--- src/rtl/otter_pkg.sv ---
// Shared OTTER definitions: opcode encodings, sequencer states and FUNC3 constants.
package otter_pkg;

  typedef enum logic [6:0] {
    OP_LUI    = 7'b0110111,
    OP_AUIPC  = 7'b0010111,
    OP_JAL    = 7'b1101111,
    OP_JALR   = 7'b1100111,
    OP_BRANCH = 7'b1100011,
    OP_LOAD   = 7'b0000011,
    OP_STORE  = 7'b0100011,
    OP_IMM    = 7'b0010011,
    OP_OP     = 7'b0110011,
    OP_SYSTEM = 7'b1110011
  } opcode_t;

  typedef enum logic [2:0] {
    ST_INIT,
    ST_FETCH,
    ST_EXEC,
    ST_LWAIT,
    ST_SWAIT,
    ST_INTR
  } cu_state_t;

  localparam logic [2:0] F3_MRET = 3'b000;

endpackage

--- src/rtl/cu_fsm_if.sv ---
// Decoder-side inputs and strobe outputs of the OTTER control-unit sequencer.
interface cu_fsm_if;
  logic [6:0] CU_OPCODE;
  logic [2:0] FUNC3;
  logic       INTR;
  logic       MIE;
  logic       MEM_READY;
  logic       CPU_RST;
  logic       PC_WRITE;
  logic       REG_WRITE;
  logic       MEM_RDEN1;
  logic       MEM_RDEN2;
  logic       MEM_WE2;
  logic       CSR_WRITE;
  logic       INT_TAKEN;
  logic       BUS_ERR;
  logic       ILLEGAL;

  modport master (
    input  CU_OPCODE, FUNC3, INTR, MIE, MEM_READY,
    output CPU_RST, PC_WRITE, REG_WRITE, MEM_RDEN1, MEM_RDEN2, MEM_WE2,
           CSR_WRITE, INT_TAKEN, BUS_ERR, ILLEGAL
  );

  modport slave (
    output CU_OPCODE, FUNC3, INTR, MIE, MEM_READY,
    input  CPU_RST, PC_WRITE, REG_WRITE, MEM_RDEN1, MEM_RDEN2, MEM_WE2,
           CSR_WRITE, INT_TAKEN, BUS_ERR, ILLEGAL
  );
endinterface

--- src/rtl/cu_fsm.sv ---
// Multicycle OTTER sequencer: fetch / execute / memory-wait / trap entry, with
// combinational strobes decoded from the current state and inputs.
module cu_fsm
  import otter_pkg::*;
#(
  parameter int unsigned RST_CYCLES  = 2,
  parameter int unsigned MEM_TIMEOUT = 15
) (
  input logic       CLK,
  input logic       RST,
  cu_fsm_if.master  bus
);

  localparam int unsigned RcW = $clog2(RST_CYCLES + 1);
  localparam int unsigned WcW = $clog2(MEM_TIMEOUT + 1);
  localparam logic [RcW-1:0] RstLast  = RcW'(RST_CYCLES - 1);
  localparam logic [WcW-1:0] WaitLast = WcW'(MEM_TIMEOUT - 1);
  localparam logic [WcW-1:0] WaitMax  = WcW'(MEM_TIMEOUT);

  cu_state_t      state_q, state_d;
  logic [RcW-1:0] rst_cnt_q, rst_cnt_d;
  logic [WcW-1:0] wait_cnt_q, wait_cnt_d;
  logic           int_pend_q;
  logic           pend_now;
  logic           complete;

  always_ff @(posedge CLK) begin
    if (RST) begin
      state_q    <= ST_INIT;
      rst_cnt_q  <= '0;
      wait_cnt_q <= '0;
      int_pend_q <= 1'b0;
    end else begin
      state_q    <= state_d;
      rst_cnt_q  <= rst_cnt_d;
      wait_cnt_q <= wait_cnt_d;
      // Trap entry consumes the pending request; a request seen in ST_INTR re-arms it.
      if (state_d == ST_INTR)          int_pend_q <= 1'b0;
      else if (bus.INTR && bus.MIE)    int_pend_q <= 1'b1;
    end
  end

  always_comb begin
    state_d       = state_q;
    rst_cnt_d     = rst_cnt_q;
    wait_cnt_d    = wait_cnt_q;
    complete      = 1'b0;
    pend_now      = int_pend_q | (bus.INTR & bus.MIE);
    bus.CPU_RST   = 1'b0;
    bus.PC_WRITE  = 1'b0;
    bus.REG_WRITE = 1'b0;
    bus.MEM_RDEN1 = 1'b0;
    bus.MEM_RDEN2 = 1'b0;
    bus.MEM_WE2   = 1'b0;
    bus.CSR_WRITE = 1'b0;
    bus.INT_TAKEN = 1'b0;
    bus.BUS_ERR   = 1'b0;
    bus.ILLEGAL   = 1'b0;

    case (state_q)
      ST_INIT: begin
        bus.CPU_RST = 1'b1;
        if (rst_cnt_q == RstLast) state_d = ST_FETCH;
        else                      rst_cnt_d = rst_cnt_q + 1'b1;
      end
      ST_FETCH: begin
        bus.MEM_RDEN1 = 1'b1;
        state_d       = ST_EXEC;
      end
      ST_EXEC: begin
        case (bus.CU_OPCODE)
          OP_LUI, OP_AUIPC, OP_JAL, OP_JALR, OP_OP, OP_IMM: begin
            bus.REG_WRITE = 1'b1;
            complete      = 1'b1;
          end
          OP_BRANCH: complete = 1'b1;
          OP_SYSTEM: begin
            if (bus.FUNC3 != F3_MRET) begin
              bus.REG_WRITE = 1'b1;
              bus.CSR_WRITE = 1'b1;
            end
            complete = 1'b1;
          end
          OP_LOAD: begin
            bus.MEM_RDEN2 = 1'b1;
            wait_cnt_d    = '0;
            state_d       = ST_LWAIT;
          end
          OP_STORE: begin
            bus.MEM_WE2 = 1'b1;
            if (bus.MEM_READY) begin
              complete = 1'b1;
            end else begin
              wait_cnt_d = '0;
              state_d    = ST_SWAIT;
            end
          end
          default: begin
            bus.ILLEGAL = 1'b1;
            complete    = 1'b1;
          end
        endcase
      end
      ST_LWAIT, ST_SWAIT: begin
        bus.MEM_RDEN2 = (state_q == ST_LWAIT);
        bus.MEM_WE2   = (state_q == ST_SWAIT);
        if (bus.MEM_READY) begin
          bus.REG_WRITE = (state_q == ST_LWAIT);
          complete      = 1'b1;
        end else if (wait_cnt_q == WaitLast) begin
          bus.BUS_ERR = 1'b1;
          complete    = 1'b1;
        end else begin
          wait_cnt_d = (wait_cnt_q == WaitMax) ? wait_cnt_q : wait_cnt_q + 1'b1;
        end
      end
      ST_INTR: begin
        bus.INT_TAKEN = 1'b1;
        bus.PC_WRITE  = 1'b1;
        state_d       = ST_FETCH;
      end
      default: state_d = ST_INIT;
    endcase

    if (complete) begin
      bus.PC_WRITE = 1'b1;
      state_d      = pend_now ? ST_INTR : ST_FETCH;
    end
  end

endmodule

--- src/flat_wrapper.sv ---
// flat-port wrapper written by rule: the top's interface ports become plain ports
module cu_fsm_flat import otter_pkg::*;
#(
  parameter int unsigned RST_CYCLES  = 2,
  parameter int unsigned MEM_TIMEOUT = 15
)
  (CLK, RST, bus_CU_OPCODE, bus_FUNC3, bus_INTR, bus_MIE, bus_MEM_READY, bus_CPU_RST, bus_PC_WRITE, bus_REG_WRITE, bus_MEM_RDEN1, bus_MEM_RDEN2, bus_MEM_WE2, bus_CSR_WRITE, bus_INT_TAKEN, bus_BUS_ERR, bus_ILLEGAL);
  cu_fsm_if bus_i ();
  input logic CLK;
  input logic RST;
  input wire logic [$bits(bus_i.CU_OPCODE)-1:0] bus_CU_OPCODE;
  input wire logic [$bits(bus_i.FUNC3)-1:0] bus_FUNC3;
  input wire logic [$bits(bus_i.INTR)-1:0] bus_INTR;
  input wire logic [$bits(bus_i.MIE)-1:0] bus_MIE;
  input wire logic [$bits(bus_i.MEM_READY)-1:0] bus_MEM_READY;
  output wire logic [$bits(bus_i.CPU_RST)-1:0] bus_CPU_RST;
  output wire logic [$bits(bus_i.PC_WRITE)-1:0] bus_PC_WRITE;
  output wire logic [$bits(bus_i.REG_WRITE)-1:0] bus_REG_WRITE;
  output wire logic [$bits(bus_i.MEM_RDEN1)-1:0] bus_MEM_RDEN1;
  output wire logic [$bits(bus_i.MEM_RDEN2)-1:0] bus_MEM_RDEN2;
  output wire logic [$bits(bus_i.MEM_WE2)-1:0] bus_MEM_WE2;
  output wire logic [$bits(bus_i.CSR_WRITE)-1:0] bus_CSR_WRITE;
  output wire logic [$bits(bus_i.INT_TAKEN)-1:0] bus_INT_TAKEN;
  output wire logic [$bits(bus_i.BUS_ERR)-1:0] bus_BUS_ERR;
  output wire logic [$bits(bus_i.ILLEGAL)-1:0] bus_ILLEGAL;
  assign bus_i.CU_OPCODE = bus_CU_OPCODE;
  assign bus_i.FUNC3 = bus_FUNC3;
  assign bus_i.INTR = bus_INTR;
  assign bus_i.MIE = bus_MIE;
  assign bus_i.MEM_READY = bus_MEM_READY;
  assign bus_CPU_RST = bus_i.CPU_RST;
  assign bus_PC_WRITE = bus_i.PC_WRITE;
  assign bus_REG_WRITE = bus_i.REG_WRITE;
  assign bus_MEM_RDEN1 = bus_i.MEM_RDEN1;
  assign bus_MEM_RDEN2 = bus_i.MEM_RDEN2;
  assign bus_MEM_WE2 = bus_i.MEM_WE2;
  assign bus_CSR_WRITE = bus_i.CSR_WRITE;
  assign bus_INT_TAKEN = bus_i.INT_TAKEN;
  assign bus_BUS_ERR = bus_i.BUS_ERR;
  assign bus_ILLEGAL = bus_i.ILLEGAL;
  cu_fsm #(.RST_CYCLES(RST_CYCLES), .MEM_TIMEOUT(MEM_TIMEOUT)) u_core (.CLK(CLK), .RST(RST), .bus(bus_i));
endmodule
--- config.mk ---
export PLATFORM = sky130hd
export DESIGN_NAME = cu_fsm_flat
export DESIGN_NICKNAME = d
export VERILOG_FILES = /design/src/rtl/otter_pkg.sv /design/src/rtl/cu_fsm_if.sv /design/src/rtl/cu_fsm.sv /design/src/flat_wrapper.sv
export SDC_FILE = /design/constraint.sdc
export NUM_CORES = 1
export LEC_CHECK = 0
export ABC_AREA = 1
export CAP_MARGIN = 20
export CORE_MARGIN = 2
export CORE_UTILIZATION = 30
export DETAILED_ROUTE_END_ITERATION = 8
export REMOVE_ABC_BUFFERS = 1
export SLEW_MARGIN = 25
export SYNTH_ARGS = -nofsm -noshare
export SYNTH_HDL_FRONTEND = slang
export SYNTH_SLANG_ARGS = --single-unit
--- constraint.sdc ---
create_clock -name CLK -period 4.48 [get_ports CLK]
set_clock_uncertainty 0.2 [all_clocks]
set_input_delay 0.896 -clock CLK [delete_from_list [all_inputs] [get_ports CLK]]
set_output_delay 0.896 -clock CLK [all_outputs]
set_load 0.02 [all_outputs]
==> results of run 1 <==
registers in the layout, summed over array words and instances (netlist names):
name,flops
u_core.wait_cnt_q,4
u_core.int_pend_q,1
u_core.state_q,3
u_core.rst_cnt_q,2
area by class of cell:
| type | instances | area share, % |
|---|---|---|
| Multi-Input combinational cell | 95 | 46.4 |
| Timing Repair Buffer | 24 | 20.8 |
| Sequential cell | 10 | 17.3 |
| Clock buffer | 4 | 3.14 |
| Tap cell | 31 | 3.35 |
| Inverter | 28 | 9.08 |
path summary, 6_finish.rpt:
| path | slack, ns | to | from | cells past startpoint |
|---|---|---|---|---|
| worst min-delay path | 0.27 | u_core.rst_cnt_q[1] | u_core.rst_cnt_q[1] | 2 |
| worst max register to register | 2.91 | u_core.wait_cnt_q[1] | u_core.wait_cnt_q[0] | 10 |
| worst min register to register | 0.27 | u_core.rst_cnt_q[1] | u_core.rst_cnt_q[1] | 2 |
| worst max-delay path | 0.65 | bus_ILLEGAL | bus_CU_OPCODE[6] | 10 |
cell families (layout without fill, tap and decap cells):
group / Yosys count / after routing / synth area share (%)
adder cells (fa/ha/maj): 3 / 3 / 4.46
buffers and inverters: 28 / 56 / 12.5
flip-flops: 10 / 10 / 23.8
AO/OA/AOI/OAI: 17 / 17 / 10.8
AND/OR/NAND/NOR: 73 / 73 / 46.4
XOR/XNOR: 2 / 2 / 2.08
worst max-delay path, stage by stage:
cell and delay (ns):
sky130_fd_sc_hd__clkdlybuf4s50_1 0.52, sky130_fd_sc_hd__inv_1 0.07, sky130_fd_sc_hd__nand2_1 0.08, sky130_fd_sc_hd__nor2_1 0.05
sky130_fd_sc_hd__nand2_1 0.08, sky130_fd_sc_hd__nand2_1 0.09, sky130_fd_sc_hd__inv_2 0.09, sky130_fd_sc_hd__nand2_1 0.05
sky130_fd_sc_hd__nor3b_1 0.18, sky130_fd_sc_hd__clkdlybuf4s50_1 0.63
where the power goes:
group          leakage, nW  switching (mW)  internal (mW)  total, mW
logic                0.419           0.194          0.128      0.322
registers           0.0819          0.0215          0.114      0.136
clock network       0.0210          0.0295         0.0493     0.0788
total                0.522           0.245          0.291      0.536
through the flow:
step	hold slack, ns	setup WS (ns)
2_1_floorplan	0.233	1.21
3_3_place_gp	0.241	0.658
3_5_place_dp	0.261	0.656
4_1_cts	0.271	0.641
5_1_grt	0.302	0.531
6_report	0.267	0.648
cells in the final DEF (no fill, tap or decap):
cell                              netlist  routed
sky130_fd_sc_hd__a21boi_0               1       1
sky130_fd_sc_hd__a21oi_1                7       7
sky130_fd_sc_hd__clkbuf_4               0       3
sky130_fd_sc_hd__clkbuf_8               0       1
sky130_fd_sc_hd__clkdlybuf4s50_1        0      24
sky130_fd_sc_hd__dfxtp_1               10      10
sky130_fd_sc_hd__ha_1                   3       3
sky130_fd_sc_hd__inv_1                 21      21
sky130_fd_sc_hd__inv_2                  7       7
sky130_fd_sc_hd__nand2_1               29      29
sky130_fd_sc_hd__nand2_2                4       4
sky130_fd_sc_hd__nand2_4                3       3
sky130_fd_sc_hd__nand3_1                6       6
sky130_fd_sc_hd__nand3_2                3       3
sky130_fd_sc_hd__nand3b_1               1       1
sky130_fd_sc_hd__nand4_1                1       1
sky130_fd_sc_hd__nor2_1                15      15
sky130_fd_sc_hd__nor2_2                 3       3
sky130_fd_sc_hd__nor2_4                 4       4
sky130_fd_sc_hd__nor3_1                 1       1
sky130_fd_sc_hd__nor3_2                 1       1
sky130_fd_sc_hd__nor3b_1                1       1
sky130_fd_sc_hd__nor4_1                 1       1
sky130_fd_sc_hd__o21ai_0                6       6
sky130_fd_sc_hd__o21ai_1                2       2
sky130_fd_sc_hd__o21ai_2                1       1
sky130_fd_sc_hd__xnor2_1                1       1
sky130_fd_sc_hd__xor2_1                 1       1
per-layer routing:
| metal | up-vias | GRT usage, % | wire length, um |
|---|---|---|---|
| met1 | 346 | 15.9 | 841 |
| met4 | 0 | 4.98 | 17 |
| met5 | - | 0 | 0 |
| li1 | 467 | - | - |
| met2 | 25 | 20.7 | 814 |
| met3 | 2 | 1.81 | 100 |
==> results list, run 1 <==
- The later pin in the worst-skew pair is clocked with a latency of 0.26 ns.
* Overall routing resource usage: 12.3%
* Share of layout cells above drive strength 1: between 10% and 20%
- Result of the run: finished clean
- Setup repair after global routing left no endpoint under its margin.
* Hold-fix buffers, CTS: 0
* Worst min path class: flip-flop to flip-flop
* EDFF count, synth: 0
- Count of cells resized by post-cts repair: 0
* Half-perimeter wire length after detailed placement: 1530 um
- Final Setup Violations: 0
- The first TritonRoute pass finished after 4 iterations.
* Non-Filler Instances: around 190
- Total number of nets in the final design: 180
- After detailed routing, the number of vias per cell comes to about 4.4.
- After the first detailed-routing iteration, the DRC count stood at 14.
* WL per Instance: between 9 and 10 um
* Sequential area share after synthesis: 23.8%
* Synthesis Warnings: 0
- Counting tap cells, the placed design contains a total of ~190 instances.
- After global routing the overflow that remains totals 0.
* Fraction of the cycle the final worst path needs: 85.5%
* Floorplan core area: ~2700 um^2
- Synthesis handed over a netlist of ~130 instances.
- Top cell types by occurrence after synthesis: sky130_fd_sc_hd__nand2_1, sky130_fd_sc_hd__inv_1, sky130_fd_sc_hd__nor2_1
- The first global-routing pass estimated around 3300 um of wire.
- Total number of vias: between 800 and 900
* Post-route cell area: 1160 um^2
- Number of distinct library cells after synthesis: 25
- Post-synthesis cell type with the largest combined area: sky130_fd_sc_hd__dfxtp_1
- Vertical die dimension: ~57 um
- Each instance of the synthesized netlist takes up on average approximately 6.3 um^2.
- FF/Latch Area: 200 um^2
- In this run, synthesis produced a sequential element count of 10.
* Antenna diode count: 0
* Maximum buffer depth of the clock tree: 2
* Capturing element type of the critical path: output pin
* Number of filler instances in the final layout: just over 300
- The cell area that synthesis handed to floorplanning was about 840 um^2.
- Most common flop cell mapped by yosys: sky130_fd_sc_hd__dfxtp_1
* Cell leakage power: 0.522 nW
- Pin count of the biggest net entering global routing: 7
- From synthesis to final layout, the design area changed by 37.4%.
- Clock Tree Root: sky130_fd_sc_hd__clkbuf_4
- Async SR Flop Fraction: 0%
- Area of the die: 3250 um^2
- After clock tree synthesis, the clock-pin slew on the worst setup and hold paths is ~0.060 ns.
* Maximum VDD drop: between 0.2 and 0.25 mV
- Power per Cell Area: ~460 nW/um^2
- Horizontal die dimension: between 50 and 60 um
- Setup total negative slack on the finished layout was measured at 0 ns.
- Achievable clock frequency: 0.261 GHz
* Multi-input combinational cell area: 537 um^2
- STA puts the critical path data required time at about 3.4 ns.
- Number of global-route vias before repair: between 800 and 900
* Post-Place Cell Area: 1120 um^2
- Max-cap violations in this run came to 0.
- For this design, the sink count on the clock tree is 10.
* TritonCTS clock tree: yes
* Count of pins on the block boundary: 25
- Counting the buffers created by CTS gives 3.
- For the pin with the worst max-slew slack, the measured transition is 0.321 ns.
* WP data arrival: between 2 and 3 ns
- After clock tree synthesis, the setup repair step added 0 buffers.
- PnR Total Power: ~0.54 mW
- Final hold violation count: 0
- Post-detailed-route count of antenna-violating nets: 0
* Highest fanout seen on the critical path: 4
- In the routed design, unresolved DRC markers number 0.
- CTS built an H-tree with a depth of 1.
- I/O Buffers: 24
- Clock period minus worst slack: roughly 3.8 ns
- Critical path launch point type: input port
- Cell with the most instances after synthesis: sky130_fd_sc_hd__nand2_1
* Synth top area share: a little under a quarter
- Area contributors post-synth: sky130_fd_sc_hd__dfxtp_1, sky130_fd_sc_hd__nand2_1, sky130_fd_sc_hd__inv_1
- Antenna violations before repair: 0
* Final core occ: approximately 43%
- Kind of critical path: input port to output pin
- Row Count: 19
* Max-slew violation count: 0
- Measured against its own limit, the worst slew margin works out to roughly four fifths.
* GP Congestion: roughly 0.8
- The final layout contains routed wiring with a total length of between 1500 and 2000 um.
* Starting utilization of the core area: a little under a third
No activity file was read; power rests on OpenSTA's default activity.
==> inputs of run 2 (changes only) <==
==> constraint.sdc (replaced) <==
create_clock -name CLK -period 4.48 [get_ports CLK]
set_clock_uncertainty 0.2 [all_clocks]
set_input_delay 0.448 -clock CLK [delete_from_list [all_inputs] [get_ports CLK]]
set_output_delay 0.448 -clock CLK [all_outputs]
set_load 0.02 [all_outputs]
==> results of run 2 <==
The final DEF is identical to that of run 1. Status: finished clean.
Among the figures that moved: setup slack after placement 0.656 ns -> 1.55 ns; setup slack after layout 0.648 ns -> 1.54 ns
